### config.mk
export PLATFORM = sky130hd
export DESIGN_NAME = master_req_sequencer
export DESIGN_NICKNAME = d
export VERILOG_FILES = /design/src/rtl/master_req_sequencer.sv
export SDC_FILE = /design/constraint.sdc
export NUM_CORES = 1
export LEC_CHECK = 0
export ABC_AREA = 0
export BUFFER_PORTS_ARGS = -buffer_cell sky130_fd_sc_hd__buf_2
export CELL_PAD_IN_SITES_DETAIL_PLACEMENT = 1
export CELL_PAD_IN_SITES_GLOBAL_PLACEMENT = 2
export CORE_MARGIN = 10
export CORE_UTILIZATION = 41
export DETAILED_ROUTE_END_ITERATION = 16
export PLACE_DENSITY = 0.91
export SLEW_MARGIN = 20
export SYNTH_ARGS = -nofsm -noshare
export SYNTH_HDL_FRONTEND = slang
export SYNTH_SLANG_ARGS = --single-unit
export TNS_END_PERCENT = 30
### constraint.sdc
create_clock -name clk -period 6.2 [get_ports clk]
set_input_delay 0.62 -clock clk [delete_from_list [all_inputs] [get_ports clk]]
set_output_delay 0.62 -clock clk [all_outputs]
set_load 0.02 [all_outputs]
### src/rtl/master_req_sequencer.sv
// Upstream request feeder for the 3-master bus arbiter: turns per-master starts and
// beat lengths into one-cycle req/done pulses and re-requests after lost or missed grants.
module master_req_sequencer #(
  parameter int LEN_W        = 4,
  parameter int WAIT_TIMEOUT = 8,
  parameter int CNT_W        = 8
) (
  input  logic                 clk,
  input  logic                 reset,
  input  logic [2:0]           start,
  input  logic [3*LEN_W-1:0]   len,
  input  logic [1:0]           accmodule,
  output logic [2:0]           req,
  output logic [2:0]           done,
  output logic [2:0]           busy,
  output logic [2:0]           spurious_grant,
  output logic [CNT_W-1:0]     regrant_cnt
);

  localparam int TMO_W = $clog2(WAIT_TIMEOUT + 1);
  localparam int CW1   = CNT_W + 1;

  typedef enum logic [2:0] {S_IDLE, S_REQ, S_WAIT, S_XFER, S_DONE} state_t;

  state_t             r_state [3];
  logic [LEN_W-1:0]   r_len   [3];
  logic [LEN_W-1:0]   r_beat  [3];
  logic [TMO_W-1:0]   r_tmo   [3];
  logic [2:0]         r_req;
  logic [2:0]         r_done;
  logic [2:0]         r_busy;
  logic [2:0]         r_spur;
  logic [CNT_W-1:0]   r_cnt;

  logic [2:0]         w_grant;
  logic [2:0]         w_rereq;
  logic [1:0]         w_rereq_n;
  logic [CNT_W:0]     w_cnt_sum;

  // A channel re-requests when it loses the grant mid-transfer or its wait times out.
  always_comb begin
    w_grant = '0;
    w_rereq = '0;
    for (int c = 0; c < 3; c++) begin
      w_grant[c] = (accmodule == 2'(c + 1));
      w_rereq[c] = !w_grant[c] &&
                   ((r_state[c] == S_XFER) ||
                    (r_state[c] == S_WAIT && r_tmo[c] == TMO_W'(WAIT_TIMEOUT - 1)));
    end
    w_rereq_n = 2'(w_rereq[0]) + 2'(w_rereq[1]) + 2'(w_rereq[2]);
    w_cnt_sum = {1'b0, r_cnt} + CW1'(w_rereq_n);
  end

  always_ff @(posedge clk or negedge reset) begin
    if (!reset) begin
      for (int c = 0; c < 3; c++) begin
        r_state[c] <= S_IDLE;
        r_len[c]   <= '0;
        r_beat[c]  <= '0;
        r_tmo[c]   <= '0;
      end
      r_req  <= '0;
      r_done <= '0;
      r_busy <= '0;
      r_spur <= '0;
      r_cnt  <= '0;
    end else begin
      r_req  <= '0;
      r_done <= '0;
      for (int c = 0; c < 3; c++) begin
        r_spur[c] <= w_grant[c] && (r_state[c] == S_IDLE || r_state[c] == S_REQ);
        case (r_state[c])
          S_IDLE: begin
            if (start[c]) begin
              r_len[c]   <= (len[c*LEN_W +: LEN_W] == '0) ? LEN_W'(1) : len[c*LEN_W +: LEN_W];
              r_beat[c]  <= '0;
              r_state[c] <= S_REQ;
              r_req[c]   <= 1'b1;
              r_busy[c]  <= 1'b1;
            end
          end
          S_REQ: begin
            r_state[c] <= S_WAIT;
            r_tmo[c]   <= '0;
          end
          // The beat counter stops at len, so it can never wrap even for len = 2^LEN_W-1.
          S_WAIT, S_XFER: begin
            if (w_grant[c]) begin
              r_beat[c] <= r_beat[c] + LEN_W'(1);
              r_tmo[c]  <= '0;
              if (r_beat[c] + LEN_W'(1) == r_len[c]) begin
                r_state[c] <= S_DONE;
                r_done[c]  <= 1'b1;
              end else begin
                r_state[c] <= S_XFER;
              end
            end else if (w_rereq[c]) begin
              r_state[c] <= S_REQ;
              r_req[c]   <= 1'b1;
            end else begin
              r_tmo[c] <= r_tmo[c] + TMO_W'(1);
            end
          end
          S_DONE: begin
            r_state[c] <= S_IDLE;
            r_busy[c]  <= 1'b0;
          end
          default: r_state[c] <= S_IDLE;
        endcase
      end
      r_cnt <= w_cnt_sum[CNT_W] ? '1 : w_cnt_sum[CNT_W-1:0];
    end
  end

  assign req            = r_req;
  assign done           = r_done;
  assign busy           = r_busy;
  assign spurious_grant = r_spur;
  assign regrant_cnt    = r_cnt;

endmodule

After elaboration in Yosys (flattened, before gate mapping)
Cells that the tools add are included.
- $add $sub $neg: 9
- reduce and logical (&&, ||, !) cells: 51
- mux-type cells: 64
- equal/unequal tests: 33
- operators with widths (operator ; count):
    $mux W4 ; 15
    $pmux W4 S2 ; 6
    $mux W3 ; 12
    $pmux W3 S3 ; 3
    $add A4 B1 Y4 const B ; 6
    $reduce_and A2 Y1 ; 12
    $mux W1 ; 21
    $eq A3 B2 Y1 const B ; 6
    $ne A3 B3 Y1 const B ; 6
    $reduce_bool A2 Y1 ; 9
    $eq A4 B3 Y1 const B ; 3
    $eq A4 B4 Y1 ; 3
    $logic_not A4 Y1 ; 3
    $ne A2 B2 Y1 const B ; 6
    $pmux W1 S2 ; 6
    $add A8 B2 Y9 ; 1
    $eq A3 B1 Y1 const B ; 3
    $eq A3 B3 Y1 const B ; 3
    $logic_and A1 B1 Y1 ; 9
    $logic_not A3 Y1 ; 3
    $reduce_and A3 Y1 ; 3
    $mux W8 ; 1
    $logic_or A1 B1 Y1 ; 6
    $reduce_or A2 Y1 ; 3
    5 further kinds ; 8
- output and inout port bits: 20
- input port bits: 19
- register bits: 65
- logic and storage cells: 176

Logic depth before layout (Yosys ltp)
Gate-level depths: netlist of the first run.
- word-level depth: 8
- depth in mapped cells: 11
- depth with buffers taken out: 11

Worst setup path after synthesis of the first run
No wires, ideal clock.
- path type: register to register
- start point: register r_tmo[0] (netlist bit)
- end point: register r_cnt[7] (netlist: regrant_cnt[7])
- cell stages (with the launch flop): 11
- path buffers: 0
- slack: 3425 ps
- library setup time: 125 ps
- arrival: 2651 ps
- period minus slack after synthesis: 2775 ps
- cells stage by stage: dfrtp_1 > ha_1 > and3b_1 > or2_2 > nor2b_1 > fa_1 > ha_1 > fa_1 > nand2_1 > nand2_1 > mux2_2
- word-level cells in the longest chain between the ends: 7
- RTL lines (element ; RTL line ; source):
    start, declared ; 28 ; logic [TMO_W-1:0] r_tmo [3];
    start signal, assigned by index ; 101 ; r_tmo[c] <= r_tmo[c] + TMO_W'(1);
    $eq A4 B3 Y1 ; 48 ; (r_state[c] == S_WAIT && r_tmo[c] == TMO_W'(WAIT_TIMEOUT - 1)));
    $logic_and A1 B1 Y1 ; 48 ;
    $logic_or A1 B1 Y1 ; 47 ; ((r_state[c] == S_XFER) ||
    $logic_and A1 B1 Y1 ; 46 ; w_rereq[c] = !w_grant[c] &&
    $add A2 B1 Y2 ; 50 ; w_rereq_n = 2'(w_rereq[0]) + 2'(w_rereq[1]) + 2'(w_rereq[2]);
    $add A8 B2 Y9 ; 51 ; w_cnt_sum = {1'b0, r_cnt} + CW1'(w_rereq_n);
    $mux W8 ; 111 ; r_cnt <= w_cnt_sum[CNT_W] ? '1 : w_cnt_sum[CNT_W-1:0];
    end signal, assigned ; 111 ;
    end, declared ; 33 ; logic [CNT_W-1:0] r_cnt;
No other way between the ends.
A chain may end at the register's enable or synchronous reset.

Worst setup path after layout of the first run
- start point: register r_tmo[8] (netlist bit)
- end point: register r_cnt[2] (netlist: regrant_cnt[2])
- word-level cells in the longest chain between the ends: 8
- RTL lines (element ; RTL line):
    $eq A4 B3 Y1 ; 48
    $logic_and A1 B1 Y1 ; 48
    $logic_or A1 B1 Y1 ; 47
    $logic_and A1 B1 Y1 ; 46
    $add A1 B1 Y2 ; 50
    $add A2 B1 Y2 ; 50
    $add A8 B2 Y9 ; 51
    $mux W8 ; 111
No other way between the ends.

==> impl_metrics.toml, run 1 <==
[status]
outcome = "finished clean"

[grt]
globalRouteMet3Util_pct = 3.89
grt_antenna_before_repair = 0
grt_use_total_pct = 13.1
grt_pass1_wl_um = 12200
grt_overflow = 0
grt_pass1_vias = 2500
grt_max_degree = 66
met1_usage_pct = 16.0
grt.met2_usage_pct = 21.0
grt_busiest_layer = "met2"

[place]
place_area_um2 = 3520
io_buffers = 38
gp_congestion = 0.778
hpwl_um = 5290

[route]
dr_total_vias = 2353
drt.antenna.violating_nets = 0
drcViolationCount = 0
wl_um = 7250
post_drt_wl_per_cell_um = 16.3
vias_per_cell = 5.30
drtIter0Drc = 91
dr.pass1.iters = 4

[clocking]
cts_resized = 0
clock_latency_ns = 0.34
numCtsBuffers = 9
cts.htree.levels = 3
cts_max_path_buffers = 2
cts_tree = "done"
cts_hold_buffers = 0
cts_setup_buffers = 0
clkTransAtPathRegs_ns = 0.07
clock-root-buffer = "clkbuf_8"
clock-sinks = 65

[finish]
fill_cells = 885
nets = 367
layout_commonest_cell = "dfrtp_1"
insertedDiodeCount = 0
final_cell_mix = "dfrtp_1, buf_2, nor2_1"
area_delta_synth_final_pct = 14.2
design_area_um2 = 3680
drive_gt1_share_pct = 21.9

[synth]
yosysWarnings = 0
synth-edff-count = 0
netlist_area_um2 = 3230
yosysUniqueCellTypes = 52
synthCells = 293
synth_area_leaders = "dfrtp_1, mux2_2, nor2_1"
ys_ff_latch = 65
synth_area_leader_cell = "dfrtp_1"
async_flop_share_pct = 100
synth_fp_nets = 322
ys.flop_type = "dfrtp_1"
netlist.area_leader.share_pct = 50.4
syn_area_per_cell_um2 = 11.0
seq_area_frac_synth_pct = 50.4

[sta]
fin_crit_ns = 3.08
rsz0062_at_grt = "false"
setup_viol = 0
drv_slew = 0
slew_headroom_pct = 45.9
tightest_slew_ns = 0.812
hold_viol_final = 0
finClkSkew_ns = 0.00442
finalCritPeriodShare_pct = 49.7
max_freq_ghz = 0.325
fin_tns_setup_ns = 0

[run]
max_cap_violations = 0

[floorplanning]
dieWidth_um = 109
die_height_um = 109
core_area_um2 = 7690
die_area_um2 = 11800
initial_core_util_pct = 42.0
ioPinCount = 39
num_rows = 32

[power]
pwr_density_cell_nw_per_um2 = 470
leakagePower_nw = 1.69
ir_worst_vdd_uv = 256

[setup_path]
crit_fanout = 8
crit_type = "flip-flop to flip-flop"
arrival_ns = 3.30
cp-end-kind = "flip-flop"
required_ns = 6.42
crit_path_start_kind = "flip-flop"

[min_path]
min_path_type = "input pin to async pin"
[flip-flops by register name (all words and copies together), names as in the netlist]
signal,count
r_beat,12
r_len,12
r_tmo,12
r_state,9
regrant_cnt,8
busy,3
done,3
req,3
spurious_grant,3
[critical path: stages, from the launching register on]
cell and delay [ns]:
dfrtp_1 0.40, ha_1 0.24, a31oi_1 0.53, nor2_1 0.14, fa_1 0.49, ha_1 0.23, fa_1 0.43, nand2_1 0.14
nor2_1 0.07, nand3_1 0.20, nand2_1 0.09
[metrics by stage]
stage	std cells	setup WS [ns]	total power (W)	util (%)	hold WS, ns
global placement	429	3.18	0.00139	45.8	0.492
finish	444	3.12	0.00173	47.9	0.456
detailed placement	429	3.04	0.00143	45.8	0.511
global route	444	2.92	0.00187	47.9	0.520
floorplan	293	3.42	0.00123	-	0.324
CTS	444	3.13	0.00175	47.9	0.485
[per-layer routing]
metal,vias to the layer above,wire (um),part of all wire [%]
met5,-,0,0
met4,0,126,1.7
met3,10,311,4.3
met2,36,3470,48
met1,1161,3340,46
li1,1146,-,-
[synth_stat cells (5+ instances only)]
master / number
a21oi_1: 14
a22o_1: 6
and2_1: 5
dfrtp_1: 65
ha_1: 8
mux2_2: 12
nand2_1: 27
nand2b_1: 6
nand3_1: 9
nor2_1: 28
nor3_1: 12
o21ai_0: 15
xnor2_1: 11
xor2_1: 10
[power breakdown]
| part | switching (W) | internal [W] |
|---|---|---|
| Clock | 0.000158 | 0.000153 |
| Combinational | 0.000379 | 0.000312 |
| Sequential | 0.000158 | 0.000569 |
[final cells by class]
cell class	instances	area, um^2	share of cell area [%]
Clock buffer	12	145	3.94
Timing Repair Buffer	39	198	5.37
Inverter	2	7.51	0.204
Tap cell	102	128	3.47
Multi-Input combinational cell	221	1560	42.4
Sequential cell	65	1630	44.2
Clock inverter	3	17.5	0.476
[cell families (layout without fill, tap and decap cells)]
logic type	count (synthesis)	after routing	synth area share, %
mux	13	13	4.50
simple gates	121	121	21.6
buf+inv	7	56	1.20
fa+ha+maj	10	10	4.34
xor+xnor	23	23	7.14
compound gates	54	54	10.8
flops	65	65	50.4
[path summary, 6_finish.rpt]
path                            startpoint              to  slack, ns  cells past startpoint
worst max-delay path              r_tmo[8]  regrant_cnt[2]       3.12                     10
worst min-delay path                 reset         busy[1]       0.46                      2
worst max register to register    r_tmo[8]  regrant_cnt[2]       3.12                     10
worst min register to register    r_tmo[4]        r_tmo[4]       0.51                      1
max in group asynchronous            reset        r_tmo[8]       5.22                      2
min in group clk                  r_tmo[4]        r_tmo[4]       0.51                      1
(Power assumes the default switching activity.)
==> inputs of run 2 (changes only) <==
CORE_UTILIZATION = 38   (was 41)
PLACE_DENSITY = 0.86   (was 0.91)
clock period = 2.95 ns   (was 6.2 ns; I/O delays follow)
==> impl_metrics.toml, run 2 (synthesis results as in run 1) <==
[status]
outcome = "finished clean"

[finish]
nets = 379
multi_input_area_um2 = 1580
drive_gt1_share_pct = 26.8
fill_cells = 911
layout_commonest_cell = "dfrtp_1"
finalNonFillerCells = 459
final_cell_mix = "dfrtp_1, buf_2, nor2_1"
insertedDiodeCount = 0
final-seq-area_um2 = 1630
reg_top3 = "r_beat x12, r_len x12, r_tmo x12"
area_delta_synth_final_pct = 18.3
design_area_um2 = 3820

[grt]
grt_use_total_pct = 12.5
grt_pass1_vias = 2653
grt_pass1_wl_um = 13100
grt_max_degree = 30
grt_overflow = 0
grt_antenna_before_repair = 0

[power]
intPower_w = 0.00228
pwr_density_cell_nw_per_um2 = 989
ir_worst_vdd_uv = 321
leakagePower_nw = 1.75
power.switching_w = 0.00150
seqPwrFrac_pct = 39.6
pwr-share-clk_pct = 18.7
switching_share_pct = 39.7
power_frac_comb_pct = 41.7

[setup_path]
rrSetupSlack_ns = 0.11
crit_type = "flip-flop to flip-flop"
r2r_end = "regrant_cnt[7]"
crit_chain = "ha_2, and3b_1, or2_2, nor2b_1, fa_2, ha_2, a21o_1, nand4_1, nor2_1, mux2_2"
arrival_ns = 3.07
rr_worst_depth = 10
crit_top_cell = "ha_2"
critical_path_depth = 10
crit_path_end = "regrant_cnt[7]"
slowest_delay_ns = 0.53
required_ns = 3.18
crit_fanout = 3
crit_family = "simple AND/OR/NAND/NOR gates"
crit_path_start_kind = "flip-flop"
slowest_stage = "fa_2"
r2r_start = "r_tmo[0]"
crit_start = "r_tmo[0]"
timing.critical_path.buf_inv = 0
cp-end-kind = "flip-flop"

[sta]
hold_viol_final = 0
tightest_slew_ns = 0.624
setup_viol = 0
finClkSkew_ns = 0.00935
slew_headroom_pct = 58.2
fin_crit_ns = 2.84
max_freq_ghz = 0.352
drv_slew = 0
finalCritPeriodShare_pct = 96.3
whs_ns = 0.199

[floorplanning]
num_rows = 33
die_height_um = 112
dieWidth_um = 112
ioPinCount = 39
die_area_um2 = 12600
core_area_um2 = 8260
initial_core_util_pct = 39.1

[clocking]
clock_latency_ns = 0.34
cts.htree.levels = 3
clock-sinks = 65
clock-root-buffer = "clkbuf_8"
clkTransAtPathRegs_ns = 0.07
numCtsBuffers = 9
cts_tree = "done"
cts_max_path_buffers = 2

[route]
drtIter0Drc = 67
vias_per_cell = 5.26
wl_um = 7710
dr_total_vias = 2416
drt.antenna.violating_nets = 0
drcViolationCount = 0
post_drt_wl_per_cell_um = 16.8
dr.pass1.iters = 4

[place]
dp_cells = 441
place_area_um2 = 3590
hpwl_um = 5700
gp_congestion = 0.777
io_buffers = 38

[run]
max_cap_violations = 0

[min_path]
min_path_type = "input pin to flip-flop"
==> run 2: stage by stage <==
| stage | total power [W] | util [%] | setup slack, ns | setup TNS (ns) |
|---|---|---|---|---|
| finish | 0.00377 | 46.2 | 0.110 | 0 |
| global route | 0.00409 | 46.2 | -0.0189 | -0.0189 |
| CTS | 0.00380 | 45.9 | 0.0339 | 0 |
| detailed placement | 0.00307 | 43.5 | -0.0580 | -0.313 |
| global placement | 0.00299 | 43.5 | 0.0780 | 0 |
| floorplan | 0.00258 | - | 0.175 | 0 |
==> run 2: final cells by class <==
class	count	share of cell area, %
clock inverters	3	0.393
repair buffers	51	7.61
clock buffers	12	4.33
flip-flops and latches	65	42.6
well taps	105	3.44
multi-input cells	221	41.4
inverters	2	0.197
==> run 2: power groups by stage <==
stage               clock network (W)  logic (W)  registers [W]
floorplan                           0    0.00104        0.00154
detailed placement                  0    0.00157        0.00150
global route                 0.000761    0.00179        0.00154
CTS                          0.000724    0.00159        0.00149
finish                       0.000706    0.00158        0.00149
global placement                    0    0.00149        0.00149
==> run 2: how the worst min path moves through the flow <==
stage,start,end,depth (start not counted)
final,len[5],r_len[5],2
after global routing,len[2],r_len[10],2
after global placement,reset,r_beat[7],1
after floorplan,reset,busy[0],0
after CTS,len[10],r_len[2],2
after detailed placement,reset,r_beat[7],1
==> run 2: repair_timing <==
action                     CTS  global route
cloned                       0             0
buffers inserted             0             2
gates resized for setup      2             5
hold endpoints to repair    15             0
setup endpoints to repair    7             8
hold buffers                 1             0
pin swaps                    0             1
==> run 2: metal layers <==
metal | vias up | part of all wire [%] | track usage [%] | routed length (um)
li1 | 1170 | - | - | -
met3 | 13 | 3.3 | 2.93 | 256
met5 | - | 0 | 0 | 0
met2 | 35 | 49 | 20.6 | 3790
met1 | 1198 | 46 | 15.3 | 3530
met4 | 0 | 1.7 | 5.33 | 132
==> run 2: worst reg2reg max path, stage by stage, from the launching register on <==
cell     delay, ns
dfrtp_1       0.40
ha_2          0.20
and3b_1       0.19
or2_2         0.28
nor2b_1       0.17
fa_2          0.54
ha_2          0.19
a21o_1        0.15
nand4_1       0.13
nor2_1        0.15
mux2_2        0.34
